==> src/rtl/mips_pkg.sv <==
// -----------------------------------------------------------------------------
// mips_pkg
// Shared definitions for the multicycle MIPS controller:
//   - opcode constants for the supported instruction classes
//   - FSM state encoding
//   - ALUOp, ALUSrcB and PCSource select codes
//   - ctrl_t: the full control word driven onto the datapath
// Optional feature macro: MIPS_CTRL_ILLEGAL_TRAP_EN (TRAP state in use).
// -----------------------------------------------------------------------------
package mips_pkg;

   localparam int OPC_W   = 6;
   localparam int STATE_W = 4;

   localparam logic [OPC_W-1:0] OP_RTYPE = 6'b000000;
   localparam logic [OPC_W-1:0] OP_LW    = 6'b100011;
   localparam logic [OPC_W-1:0] OP_SW    = 6'b101011;
   localparam logic [OPC_W-1:0] OP_BEQ   = 6'b000100;
   localparam logic [OPC_W-1:0] OP_J     = 6'b000010;
   localparam logic [OPC_W-1:0] OP_ADDI  = 6'b001000;

   typedef enum logic [STATE_W-1:0] {
      S_FETCH    = 4'd0,
      S_DECODE   = 4'd1,
      S_MEM_ADDR = 4'd2,
      S_MEM_RD   = 4'd3,
      S_MEM_WB   = 4'd4,
      S_MEM_WR   = 4'd5,
      S_EXEC     = 4'd6,
      S_R_WB     = 4'd7,
      S_BRANCH   = 4'd8,
      S_JUMP     = 4'd9,
      S_ADDI_EX  = 4'd10,
      S_ADDI_WB  = 4'd11,
      S_TRAP     = 4'd12
   } state_e;

   typedef enum logic [1:0] {
      ALU_ADD   = 2'b00,
      ALU_SUB   = 2'b01,
      ALU_FUNCT = 2'b10,
      ALU_ADDI  = 2'b11
   } alu_op_e;

   typedef enum logic [1:0] {
      SRCB_B        = 2'b00,
      SRCB_FOUR     = 2'b01,
      SRCB_SEXT     = 2'b10,
      SRCB_SEXT_SH2 = 2'b11
   } alu_src_b_e;

   typedef enum logic [1:0] {
      PCSRC_ALU    = 2'b00,
      PCSRC_ALUOUT = 2'b01,
      PCSRC_JUMP   = 2'b10
   } pc_src_e;

   typedef struct packed {
      logic       pc_write;
      logic       pc_write_cond;
      logic       i_or_d;
      logic       mem_read;
      logic       mem_write;
      logic       ir_write;
      logic       mem_to_reg;
      logic       reg_dst;
      logic       reg_write;
      logic       alu_src_a;
      alu_src_b_e alu_src_b;
      alu_op_e    alu_op;
      pc_src_e    pc_source;
   } ctrl_t;

   // All strobes off, all selects at their zero encoding.
   localparam ctrl_t CTRL_IDLE = '0;

endpackage

==> src/rtl/mips_ctrl_outdec.sv <==
// -----------------------------------------------------------------------------
// mips_ctrl_outdec
// Purely combinational Moore decoder: registered FSM state -> control word.
// The only input besides the state is mem_ready, which gates the FETCH-cycle
// IR/PC loads so they fire on the cycle the instruction word arrives.
// Optional feature macro: MIPS_CTRL_ILLEGAL_TRAP_EN (TRAP decodes to idle
// either way; the state simply never occurs when the macro is undefined).
// Ports:
//   state     in   current FSM state
//   mem_ready in   memory completes its access this cycle
//   ctrl      out  control word for the datapath
// -----------------------------------------------------------------------------
module mips_ctrl_outdec
   import mips_pkg::*;
(
   input  state_e state,
   input  logic   mem_ready,
   output ctrl_t  ctrl
);

   always_comb begin
      // NOTE: the default assignment first means every path writes every
      // field, so no latch can be inferred for fields a state leaves alone.
      ctrl = CTRL_IDLE;
      case (state)
         S_FETCH: begin
            ctrl.mem_read  = 1'b1;
            ctrl.alu_src_b = SRCB_FOUR;
            ctrl.alu_op    = ALU_ADD;
            ctrl.pc_source = PCSRC_ALU;
            ctrl.ir_write  = mem_ready;
            ctrl.pc_write  = mem_ready;
         end
         S_DECODE: begin
            // Precompute branch target in ALUOut while registers are read.
            ctrl.alu_src_b = SRCB_SEXT_SH2;
            ctrl.alu_op    = ALU_ADD;
         end
         S_MEM_ADDR: begin
            ctrl.alu_src_a = 1'b1;
            ctrl.alu_src_b = SRCB_SEXT;
            ctrl.alu_op    = ALU_ADD;
         end
         S_MEM_RD: begin
            ctrl.mem_read = 1'b1;
            ctrl.i_or_d   = 1'b1;
         end
         S_MEM_WB: begin
            ctrl.reg_write  = 1'b1;
            ctrl.mem_to_reg = 1'b1;
         end
         S_MEM_WR: begin
            ctrl.mem_write = 1'b1;
            ctrl.i_or_d    = 1'b1;
         end
         S_EXEC: begin
            ctrl.alu_src_a = 1'b1;
            ctrl.alu_src_b = SRCB_B;
            ctrl.alu_op    = ALU_FUNCT;
         end
         S_R_WB: begin
            ctrl.reg_write = 1'b1;
            ctrl.reg_dst   = 1'b1;
         end
         S_BRANCH: begin
            ctrl.alu_src_a     = 1'b1;
            ctrl.alu_src_b     = SRCB_B;
            ctrl.alu_op        = ALU_SUB;
            ctrl.pc_write_cond = 1'b1;
            ctrl.pc_source     = PCSRC_ALUOUT;
         end
         S_JUMP: begin
            ctrl.pc_write  = 1'b1;
            ctrl.pc_source = PCSRC_JUMP;
         end
         S_ADDI_EX: begin
            ctrl.alu_src_a = 1'b1;
            ctrl.alu_src_b = SRCB_SEXT;
            ctrl.alu_op    = ALU_ADDI;
         end
         S_ADDI_WB: begin
            ctrl.reg_write = 1'b1;
         end
         default: begin
            // TRAP and unused encodings: everything off.
            ctrl = CTRL_IDLE;
         end
      endcase
   end

endmodule

==> src/rtl/mips_multicycle_ctrl.sv <==
// -----------------------------------------------------------------------------
// mips_multicycle_ctrl
// Moore FSM sequencing fetch/decode/execute/memory/writeback for the multicycle
// MIPS datapath. Holds the state register and next-state logic; the control
// word is produced by mips_ctrl_outdec from the registered state only, so no
// combinational path exists from opcode to any output.
// Optional feature macro: MIPS_CTRL_ILLEGAL_TRAP_EN
//   defined   : illegal opcode -> TRAP (held until reset), illegal_op port
//   undefined : illegal opcode behaves as a NOP (DECODE -> FETCH)
// Ports:
//   clk, rst        clock, asynchronous active-high reset
//   opcode          instr[31:26] from the IR
//   mem_ready       memory completes the current access this cycle
//   pc_write .. pc_source  datapath strobes and mux selects
//   state           current FSM state (debug)
//   illegal_op      (macro only) high while in TRAP
// -----------------------------------------------------------------------------
module mips_multicycle_ctrl
   import mips_pkg::*;
#(
   parameter int OPC_W   = 6,
   parameter int STATE_W = 4
) (
   input  logic               clk,
   input  logic               rst,
   input  logic [OPC_W-1:0]   opcode,
   input  logic               mem_ready,
   output logic               pc_write,
   output logic               pc_write_cond,
   output logic               i_or_d,
   output logic               mem_read,
   output logic               mem_write,
   output logic               ir_write,
   output logic               mem_to_reg,
   output logic               reg_dst,
   output logic               reg_write,
   output logic               alu_src_a,
   output logic [1:0]         alu_src_b,
   output logic [1:0]         alu_op,
   output logic [1:0]         pc_source,
`ifdef MIPS_CTRL_ILLEGAL_TRAP_EN
   output logic               illegal_op,
`endif
   output logic [STATE_W-1:0] state
);

   state_e state_q;
   state_e state_d;
   ctrl_t  ctrl_raw;
   ctrl_t  ctrl;

   // ---------------------------------------------------------------------------
   // State register
   // ---------------------------------------------------------------------------
   always_ff @(posedge clk or posedge rst) begin
      // NOTE: non-blocking assignment so every flop samples pre-edge values,
      // independent of the order the simulator evaluates processes.
      if (rst) state_q <= S_FETCH;
      else     state_q <= state_d;
   end

   // ---------------------------------------------------------------------------
   // Next-state logic
   // ---------------------------------------------------------------------------
   always_comb begin
      state_d = state_q;
      case (state_q)
         S_FETCH:    if (mem_ready) state_d = S_DECODE;
         S_DECODE: begin
            case (opcode)
               OP_LW, OP_SW: state_d = S_MEM_ADDR;
               OP_RTYPE:     state_d = S_EXEC;
               OP_BEQ:       state_d = S_BRANCH;
               OP_J:         state_d = S_JUMP;
               OP_ADDI:      state_d = S_ADDI_EX;
`ifdef MIPS_CTRL_ILLEGAL_TRAP_EN
               default:      state_d = S_TRAP;
`else
               default:      state_d = S_FETCH;
`endif
            endcase
         end
         // Only LW and SW reach MEM_ADDR, and the IR holds opcode stable.
         S_MEM_ADDR: state_d = (opcode == OP_SW) ? S_MEM_WR : S_MEM_RD;
         S_MEM_RD:   if (mem_ready) state_d = S_MEM_WB;
         S_MEM_WB:   state_d = S_FETCH;
         S_MEM_WR:   if (mem_ready) state_d = S_FETCH;
         S_EXEC:     state_d = S_R_WB;
         S_R_WB:     state_d = S_FETCH;
         S_BRANCH:   state_d = S_FETCH;
         S_JUMP:     state_d = S_FETCH;
         S_ADDI_EX:  state_d = S_ADDI_WB;
         S_ADDI_WB:  state_d = S_FETCH;
`ifdef MIPS_CTRL_ILLEGAL_TRAP_EN
         S_TRAP:     state_d = S_TRAP;
`endif
         default:    state_d = S_FETCH;
      endcase
   end

   // ---------------------------------------------------------------------------
   // Output decode
   // ---------------------------------------------------------------------------
   mips_ctrl_outdec u_outdec (
      .state     (state_q),
      .mem_ready (mem_ready),
      .ctrl      (ctrl_raw)
   );

   // NOTE: outputs are masked by rst combinationally so that no strobe
   // survives even the partial cycle between rst rising and the next edge.
   always_comb begin
      ctrl = rst ? CTRL_IDLE : ctrl_raw;
   end

   assign pc_write      = ctrl.pc_write;
   assign pc_write_cond = ctrl.pc_write_cond;
   assign i_or_d        = ctrl.i_or_d;
   assign mem_read      = ctrl.mem_read;
   assign mem_write     = ctrl.mem_write;
   assign ir_write      = ctrl.ir_write;
   assign mem_to_reg    = ctrl.mem_to_reg;
   assign reg_dst       = ctrl.reg_dst;
   assign reg_write     = ctrl.reg_write;
   assign alu_src_a     = ctrl.alu_src_a;
   assign alu_src_b     = ctrl.alu_src_b;
   assign alu_op        = ctrl.alu_op;
   assign pc_source     = ctrl.pc_source;
   assign state         = state_q;

`ifdef MIPS_CTRL_ILLEGAL_TRAP_EN
   assign illegal_op    = (state_q == S_TRAP) && !rst;
`endif

endmodule

==> config.mk <==
export PLATFORM = sky130hd
export DESIGN_NAME = mips_multicycle_ctrl
export DESIGN_NICKNAME = d
export VERILOG_FILES = /design/src/rtl/mips_pkg.sv /design/src/rtl/mips_ctrl_outdec.sv /design/src/rtl/mips_multicycle_ctrl.sv
export SDC_FILE = /design/constraint.sdc
export NUM_CORES = 1
export LEC_CHECK = 0
export ABC_AREA = 1
export ABC_CLOCK_PERIOD_IN_PS = 2100
export BUFFER_PORTS_ARGS = -buffer_cell sky130_fd_sc_hd__buf_2
export CORE_UTILIZATION = 40
export CTS_CLUSTER_DIAMETER = 200
export CTS_CLUSTER_SIZE = 12
export DETAILED_ROUTE_END_ITERATION = 16
export GPL_TIMING_DRIVEN = 0
export PLACE_DENSITY = 0.69
export SETUP_SLACK_MARGIN = 0.2
export SLEW_MARGIN = 15
export SYNTH_ARGS = -nofsm -noshare
export SYNTH_HDL_FRONTEND = slang
export SYNTH_SLANG_ARGS = --single-unit
==> constraint.sdc <==
create_clock -name clk -period 2.1 [get_ports clk]
set_input_delay 0.42 -clock clk [delete_from_list [all_inputs] [get_ports clk]]
set_output_delay 0.42 -clock clk [all_outputs]
set_load 0.01 [all_outputs]
==> results of run 1 <==
area by class of cell:
type / count / share of cell area (%)
clock buffers: 3 / 3.06
plain buffers: 2 / 1.70
well taps: 14 / 2.38
flip-flops and latches: 4 / 13.8
repair buffers: 27 / 18.3
multi-input cells: 76 / 52.3
inverters: 15 / 8.49
worst paths after layout:
check                          start           end  slack [ns]  cells after the start
setup / recovery                 rst  pc_source[0]        0.29                      6
max in group asynchronous        rst      state[0]        1.76                      2
min in group clk           mem_ready      state[0]        0.51                      4
setup reg to reg            state[3]      state[1]        0.87                      7
hold reg to reg             state[0]      state[0]        0.63                      2
hold / removal                   rst      state[2]        0.17                      2
power groups by stage:
stage                     clock [uW]  combinational, uW  sequential (uW)
after detailed placement           0                529              154
after global placement             0                526              153
after global routing             106                614              163
final                           97.1                544              156
after CTS                        102                530              153
after floorplan                    0                381              157
through the flow:
step | worst slack (ns) | hold WS (ns) | instance area [um^2] | instances | power (uW)
CTS | 0.228 | 0.188 | 722 | 141 | 785
detailed placement | 0.282 | 0.447 | 699 | 138 | 682
floorplan | 0.405 | 0.386 | 547 | 97 | 538
global route | 0.184 | 0.179 | 737 | 141 | 883
finish | 0.291 | 0.166 | 737 | 141 | 797
global placement | 0.297 | 0.443 | 699 | 138 | 679
logic make-up (layout without fill, tap and decap cells):
kind of cell	after synthesis	after routing	synth area share, %
compound gates	10	10	10.3
flops	4	4	18.3
simple gates	66	66	58.8
buf+inv	17	47	12.6
metal layers:
metal / vias up / routed length (um) / GRT usage [%] / share of wire [%]
met3: 2 / 87 / 11.0 / 6.0
met4: 0 / 10 / 6.03 / 0.69
met2: 22 / 680 / 36.7 / 47
met1: 298 / 677 / 31.0 / 47
li1: 367 / - / - / -
met5: - / 0 / 0 / 0
Yosys cell counts:
cell,n,area share [%]
nor3_1,2,1.8
o32ai_1,1,1.6
nand2_8,1,3.7
nor2_2,2,2.3
inv_1,10,6.9
o21ai_0,3,2.7
nand2_1,21,14
o21ai_1,2,1.8
nand3_2,1,1.8
nand3_1,9,8.2
buf_2,1,0.91
dfrtp_1,4,18
o22ai_1,2,2.3
inv_2,5,3.4
buf_4,1,1.4
nor2_4,2,4.1
nor2_1,21,14
nand2_2,7,8.0
a21oi_1,2,1.8
critical path, delay by kind of cell:
kind          cells  cell delay [ns]
simple gates      2             0.29
buf+inv           4             0.68
what timing repair did:
action | 4_1_cts | 5_1_grt
gates resized for setup | 0 | 6
endpoints found under the setup margin | 0 | 6
buffers inserted | 0 | 0
==> run_results.csv, run 1 <==
group,metric,value,unit
setup_path,cpMostUsedCell,"buf_2",
min_path,hp-class,"primary input to async pin",
synthesis,ys_types,19,
synthesis,ys_ff_latch,4,
clock_tree,cts_hold_buf,0,
die,start_util,46.1,%
route,drtIter0Drc,12,
pwr,p_int,367,uW
timing,max-slew-margin-rel,84.7,%
cells_and_area,drive_gt1_share,42.5,%
global_route,grt_use_total,24.3,%
cells_and_area,final_common_cell,"buf_2",
global_route,grt_pass1_wl,2490,um
setup_path,critPathSlowestCell,"clkinvlp_4",
synthesis,postSynthCellCount,97,
pwr,pwr-share-seq,19.6,%
timing,rsz0062_at_grt,"yes",
route,antenna_left,0,
pwr,peakVddDrop,848,uV
pwr,switchingPower,431,uW
synthesis,synth-seq-area-share,18.3,%
setup_path,worstPathRequired,1.68,ns
cells_and_area,fin_util,62.1,%
route,wire_per_inst,10.3,um
setup_path,crit_chain,"buf_2 > clkinvlp_4 > nand2_1 > nor2_1 > buf_4 > buf_2",
global_route,grt_max_degree,10,
clock_tree,cts_htree_levels,1,
placed_design,numPortBuffers,27,
cells_and_area,mostFrequentLayoutCells,"28 x buf_2, 21 x nand2_1, 20 x nor2_1",
setup_path,arrival,1.39,ns
cells_and_area,largest_reg_flops,4,
clock_tree,clkTransAtPathRegs,0.04,ns
route,drc,0,
synthesis,avgSynthCellArea,5.64,um^2
run_status,outcome,"completed",
timing,worst_clock_skew,0.00579,ns
timing,finalCritPeriodShare,86.1,%
pwr,pwr-share-clk,12.2,%
route,wirelength,1460,um
synthesis,synth_area,547,um^2
setup_path,critPathLaunchType,"primary input",
cells_and_area,area_growth,34.8,%
clock_tree,cts_buffers,3,
die,die_area,1520,um^2
cells_and_area,antenna_cells,0,
cells_and_area,multi_input_area,385,um^2
placed_design,place_congestion,0.808,
die,fp.dieH,39.0,um
clock_tree,cts_tree,"done",
timing,clock.fmax,553,MHz
die,pin_count,29,
global_route,overflow,0,
die,num_rows,12,
timing,tns,0,ns
placed_design,hpwl,1200,um
setup_path,critical_path.endpoint_type,"primary output",
clock_tree,cts.path.max_buffers,2,
global_route,antenna_found_initial,0,
route,drt_first_pass_iters,4,
pwr,p_leak,0.000425,uW
pwr,comb_power_share,68.2,%
timing,period_needed,1.81,ns
route,vias,689,
synthesis,synth_warnings,0,
cells_and_area,register_area,101,um^2
setup_path,crit_type,"primary input to primary output",
setup_path,worstPathMaxFanout,9,
clock_tree,clock-sinks,4,
timing,hold_viol,0,
die,design.core.area,1190,um^2
global_route,grt_pass1_vias,619,
die,die_x,39.0,um
setup_path,max_stage_delay,0.23,ns
clock_tree,clock_latency,0.24,ns
timing,maxSlewViolCount,0,
pwr,p_sw_share,54.0,%
cells_and_area,fill_cells,119,
timing,setup_viol,0,
cells_and_area,final_nets,138,
run,maxCapViolations,0,
route,viasPerCell,4.89,
clock_tree,ctsRootBufferMaster,"clkbuf_4",
synthesis,syn_nets,106,
timing,tightest_slew,0.228,ns
pwr,powerDensity,1080,nW/um^2
Note: power is estimated with default switching activity, not from simulation.
==> inputs of run 2 (changes only) <==
--- a/config.mk
+++ b/config.mk
@@ -13,9 +13,10 @@
 export CTS_CLUSTER_SIZE = 12
 export DETAILED_ROUTE_END_ITERATION = 16
 export GPL_TIMING_DRIVEN = 0
-export PLACE_DENSITY = 0.69
+export PLACE_DENSITY = 0.66
 export SETUP_SLACK_MARGIN = 0.2
-export SLEW_MARGIN = 15
+export SLEW_MARGIN = 10
 export SYNTH_ARGS = -nofsm -noshare
 export SYNTH_HDL_FRONTEND = slang
+export SYNTH_HIERARCHICAL = 1
 export SYNTH_SLANG_ARGS = --single-unit
==> run 2 against run 1 <==
  * Synthesized area is 21% higher
  * Core utilization is 6.4 points lower
  * Largest power group unchanged
  * Critical path type is now flop to primary output
  * Synthesized cell count is 45% higher
  * Count of clock-buffer cells in the layout stayed put
  * Register-to-register slack better by 0.02 ns
  * Wire length is 5.6% higher
==> run_results.csv, run 2 <==
group,metric,value,unit
timing,rsz0062_at_grt,"yes",
cells_and_area,final_nets,182,
clock_tree,clock-sinks,4,
clock_tree,cts.path.max_buffers,2,
die,design.core.area,1520,um^2
timing,tightest_slew,0.298,ns
timing,worst_clock_skew,0.00288,ns
route,antenna_left,0,
synthesis,synth_warnings,6,
pwr,p_leak,0.000565,uW
setup_path,critPathSlowestCell,"dfrtp_2",
synthesis,yosysTopAreaCell,"inv_1",
route,wirelength,1540,um
clock_tree,ctsRootBufferMaster,"clkbuf_4",
placed_design,place_congestion,0.808,
placed_design,numPortBuffers,27,
route,drt_first_pass_iters,4,
clock_tree,cts_htree_levels,1,
timing,finalCritPeriodShare,84.8,%
min_path,hp-class,"primary input to async pin",
synthesis,ys_types,16,
die,start_util,43.5,%
route,wire_per_inst,8.21,um
die,fp.dieH,42.7,um
setup_path,crit_type,"flop to primary output",
timing,hold_ws,0.314,ns
timing,hold_viol,0,
cells_and_area,mostFrequentLayoutCells,"39 x inv_1, 36 x nor2_1, 30 x nand2_1",
setup_path,r2r_end,"state[1]",
timing,max-slew-margin-rel,80.1,%
synthesis,synth_area,663,um^2
synthesis,synthTopCellsByCount,"39 x inv_1, 36 x nor2_1, 30 x nand2_1, 10 x nand3_1, 4 x dfrtp_1",
synthesis,synth.most_common_cell,"inv_1",
synthesis,postSynthCellCount,141,
synthesis,synth-seq-area-share,15.1,%
synthesis,synthTopCellsByArea,"inv_1 22%, nor2_1 20%, nand2_1 17%",
pwr,peakVddDrop,576,uV
synthesis,synthArstFlopShare,100,%
global_route,grt_pass1_vias,681,
clock_tree,clock_latency,0.23,ns
synthesis,ys_ff_latch,4,
die,die_x,42.7,um
clock_tree,cts_buffers,3,
synthesis,synth_edf_count,0,
placed_design,hpwl,1290,um
synthesis,syn_nets,150,
timing,setup_viol,0,
cells_and_area,final_common_cell,"inv_1",
route,viasPerCell,4.46,
timing,maxSlewViolCount,0,
clock_tree,cts_tree,"done",
setup_path,r2r_start,"state[1]",
setup_path,critical_path.endpoint_type,"primary output",
global_route,antenna_found_initial,0,
run_status,outcome,"completed",
clock_tree,cts-resized-gates,0,
clock_tree,cts_hold_buf,0,
cells_and_area,area_growth,28.1,%
cells_and_area,drive_gt1_share,24.6,%
synthesis,synth_top_cell_area_share,22.1,%
setup_path,worstPathRequired,1.68,ns
timing,tns,0,ns
run,maxCapViolations,0,
cells_and_area,largest_reg_flops,4,
setup_path,max_stage_delay,0.45,ns
global_route,grt_pass1_wl,2660,um
cells_and_area,antenna_cells,0,
route,drc,0,
clock_tree,cts_setup_buffers,0,
setup_path,cp_num_buf_inv,4,
setup_path,regToRegSetupSlack,0.89,ns
die,die_area,1820,um^2
setup_path,arrival,1.36,ns
pwr,powerDensity,825,nW/um^2
synthesis,avgSynthCellArea,4.70,um^2
setup_path,rr_worst_depth,7,
die,pin_count,29,
timing,period_needed,1.78,ns
setup_path,cp_top_family,"flip-flops",
timing,clock.fmax,561,MHz
route,drtIter0Drc,16,
clock_tree,clkTransAtPathRegs,0.04,ns
die,num_rows,14,
setup_path,critPathLaunchType,"flop",
global_route,grt_max_degree,11,
setup_path,crit_chain,"inv_1 > nand2_1 > nor2_1 > buf_4 > inv_1 > nor2_1 > buf_2",
global_route,grt_use_total,19.1,%
setup_path,worstPathMaxFanout,9,
synthesis,yosys_most_used_dff,"dfrtp_1",
global_route,overflow,0,
route,vias,834,
-- run 2: changes by cell type after synthesis, sizes merged, moves of 2 or more --
cell,change
inv,+27
nor2,+12
nand2,+3
nand4,+2
nor3,-2
o22ai,-2
-- run 2: worst min-delay path, delay by kind of cell --
kind	cells	cell delay (ns)
buf+inv	3	0.46
-- run 2: cell families (layout without fill, tap and decap cells) --
group | Yosys count | count (layout) | synth area share, %
buf+inv | 45 | 75 | 26.4
compound gates | 10 | 10 | 7.92
simple gates | 82 | 82 | 50.6
flops | 4 | 4 | 15.1
-- run 2: area by class of cell --
type / count / area, um^2
buffer: 3 / 17.5
clock buffer: 3 / 22.5
fill: 184 / 674
inverter: 42 / 158
multi-input combinational: 92 / 393
sequential: 4 / 104
tap: 16 / 20.0
timing repair buffer: 27 / 135
-- run 2: how the worst max path moves through the flow --
stage                               end      from  cells past startpoint  slack [ns]
after CTS                     alu_src_a  state[3]                      7        0.26
after global routing      pc_write_cond  state[2]                      7        0.16
after global placement    pc_write_cond  state[0]                      7        0.52
after detailed placement  pc_write_cond  state[0]                      7        0.50
final                     pc_write_cond  state[0]                      7        0.32
after floorplan           pc_write_cond  state[2]                      6        0.61
-- run 2: where the power goes --
| group | internal [uW] | switching [uW] |
|---|---|---|
| clock | 63.6 | 26.5 |
| combinational | 168 | 283 |
| sequential | 103 | 57.4 |
| total | 334 | 367 |
-- run 2: metrics by stage --
step / power (uW) / std cells / utilization, % / setup slack (ns) / cell area (um^2)
CTS: 701 / 187 / 55.2 / 0.256 / 841
global placement: 602 / 184 / 53.7 / 0.523 / 818
floorplan: 472 / 141 / - / 0.610 / 663
global route: 786 / 187 / 55.7 / 0.155 / 850
detailed placement: 606 / 184 / 53.7 / 0.495 / 818
finish: 701 / 187 / 55.7 / 0.319 / 850
-- run 2: layer usage --
| layer | up-vias | share of wire (%) | global-route usage [%] |
|---|---|---|---|
| met4 | 0 | 0.46 | 7.50 |
| met3 | 2 | 4.0 | 2.98 |
| met1 | 348 | 48 | 23.9 |
| li1 | 466 | - | - |
| met2 | 18 | 47 | 32.4 |
| met5 | - | 0 | 0 |
==> inputs of run 3 (changes only) <==
--- a/config.mk
+++ b/config.mk
@@ -6,7 +6,7 @@
 export NUM_CORES = 1
 export LEC_CHECK = 0
 export ABC_AREA = 1
-export ABC_CLOCK_PERIOD_IN_PS = 2100
+export ABC_CLOCK_PERIOD_IN_PS = 1750
 export BUFFER_PORTS_ARGS = -buffer_cell sky130_fd_sc_hd__buf_2
 export CORE_UTILIZATION = 40
 export CTS_CLUSTER_DIAMETER = 200
==> constraint.sdc (replaced) <==
create_clock -name clk -period 1.75 [get_ports clk]
set_input_delay 0.35 -clock clk [delete_from_list [all_inputs] [get_ports clk]]
set_output_delay 0.35 -clock clk [all_outputs]
set_load 0.01 [all_outputs]
==> run 3 against run 2 <==
  * Wire length up 13%
  * Clock power up 20%
  * Critical path depth up 1
  * Core utilization up 7.6 points
  * Count of clock-buffer cells in the layout unchanged
==> run_results.csv, run 3 (synthesis results as in run 2) <==
group,metric,value,unit
timing,tns,0,ns
clock_tree,clkTransAtPathRegs,0.04,ns
placed_design,hpwl,1290,um
setup_path,arrival,1.30,ns
global_route,grt_use_total,20.8,%
clock_tree,cts_hold_buf,0,
setup_path,critPathLaunchType,"flop",
placed_design,numPortBuffers,27,
cells_and_area,fill_cells,162,
timing,rsz0062_at_grt,"yes",
timing,worst_clock_skew,0.00263,ns
timing,hold_viol,0,
global_route,antenna_found_initial,0,
cells_and_area,antenna_cells,0,
setup_path,cpMostUsedCell,"nand2_1",
global_route,grt_pass1_wl,2930,um
die,num_rows,14,
timing,tightest_slew,0.222,ns
global_route,gr-usage-met3,2.98,%
die,fp.dieH,42.7,um
cells_and_area,final_nets,192,
timing,setup_viol,0,
die,design.core.area,1520,um^2
route,viasPerCell,4.49,
setup_path,crit_type,"flop to primary output",
die,die_x,42.7,um
global_route,grt_max_degree,11,
route,drc,0,
route,drtIter0Drc,10,
route,wirelength,1730,um
timing,finalCritPeriodShare,94.1,%
global_route,met2_usage,37.6,%
clock_tree,cts.path.max_buffers,2,
global_route,grt_use_met1,24.5,%
setup_path,cp_top_family,"flip-flops",
placed_design,place_congestion,0.808,
setup_path,worstPathRequired,1.40,ns
timing,postLayoutSetupSlackWorst,0.103,ns
cells_and_area,area_growth,45.5,%
clock_tree,cts_buffers,3,
clock_tree,cts_tree,"done",
global_route,grt-busiest-layer,"met2",
cells_and_area,final_common_cell,"inv_1",
setup_path,cp_num_buf_inv,3,
pwr,peakVddDrop,733,uV
run,maxCapViolations,0,
cells_and_area,mostFrequentLayoutCells,"34 x inv_1, 31 x nor2_1, 29 x buf_2",
die,die_area,1820,um^2
die,start_util,43.5,%
setup_path,critPathSlowestCell,"dfrtp_2",
min_path,hp-class,"primary input to async pin",
route,antenna_left,0,
cells_and_area,drive_gt1_share,37.6,%
die,pin_count,29,
timing,period_needed,1.65,ns
run_status,outcome,"completed",
clock_tree,clock_latency,0.23,ns
route,wire_per_inst,8.77,um
timing,maxSlewViolCount,0,
clock_tree,clock-sinks,4,
clock_tree,cts_htree_levels,1,
pwr,powerDensity,1050,nW/um^2
clock_tree,ctsRootBufferMaster,"clkbuf_4",
timing,max-slew-margin-rel,85.1,%
route,vias,885,
global_route,grt_pass1_vias,758,
cells_and_area,largest_reg_flops,4,
setup_path,crit_chain,"inv_2 > nand2_2 > nand2_1 > nand2_1 > nand2_1 > inv_1 > nor2_1 > buf_2",
setup_path,max_stage_delay,0.44,ns
timing,hold_ws,0.246,ns
timing,clock.fmax,607,MHz
setup_path,worstPathMaxFanout,5,
pwr,p_leak,0.000618,uW
placed_design,pre_cts_ws,0.215,ns
route,drt_first_pass_iters,4,
setup_path,critical_path.endpoint_type,"primary output",
global_route,overflow,0,
-- run 3: changes by cell type in the layout (fill, tap and decap cells not counted), moves of 4 or more --
cell	change
buf_4	+9
inv_1	-5
inv_2	+5
nor2_1	-5
nor2_2	+4
-- run 3: stage by stage --
step	util, %	std cells	instance area [um^2]	total power (uW)
2_1_floorplan	-	141	663	566
3_3_place_gp	53.7	184	818	722
3_5_place_dp	53.7	184	818	728
4_1_cts	61.4	197	936	973
5_1_grt	63.3	197	965	1120
6_report	63.3	197	965	1020
-- run 3: worst register-to-register path, delay by kind of cell (launching register included) --
family | cells | cell delay (ns)
flip-flops | 1 | 0.43
buffers and inverters | 4 | 0.40
AND/OR/NAND/NOR | 4 | 0.47
-- run 3: repair_timing --
item,in CTS,in global routing
resized for setup,13,10
buffers inserted,10,0
setup endpoints to repair,16,16
pin swaps,4,6
-- run 3: final cells by class --
class	count	area, um^2	share of cell area, %
Clock buffer	3	22.5	2.33
Tap cell	16	20.0	2.08
Multi-Input combinational cell	92	428	44.4
Inverter	42	158	16.3
Buffer	3	21.3	2.20
Sequential cell	4	105	10.9
Timing Repair Buffer	37	210	21.8
-- run 3: report_power, final --
group | internal [uW] | switching [uW]
sequential | 125 | 56.9
combinational | 306 | 421
clock | 76.3 | 31.5
total | 507 | 510
-- run 3: worst paths after layout --
check                          start  slack, ns         to  depth (start not counted)
setup / recovery            state[3]       0.10  reg_write                          8
hold / removal                   rst       0.25   state[1]                          3
setup reg to reg            state[0]       0.37   state[1]                          8
hold reg to reg             state[3]       0.87   state[3]                          3
max in group asynchronous        rst       1.34   state[0]                          3
min in group clk           mem_ready       0.48   state[2]                          4
-- run 3: metal layers --
| metal | vias up | routed length (um) |
|---|---|---|
| met5 | - | 0 |
| met3 | 2 | 72 |
| li1 | 489 | - |
| met1 | 374 | 763 |
| met4 | 0 | 7 |
| met2 | 20 | 884 |
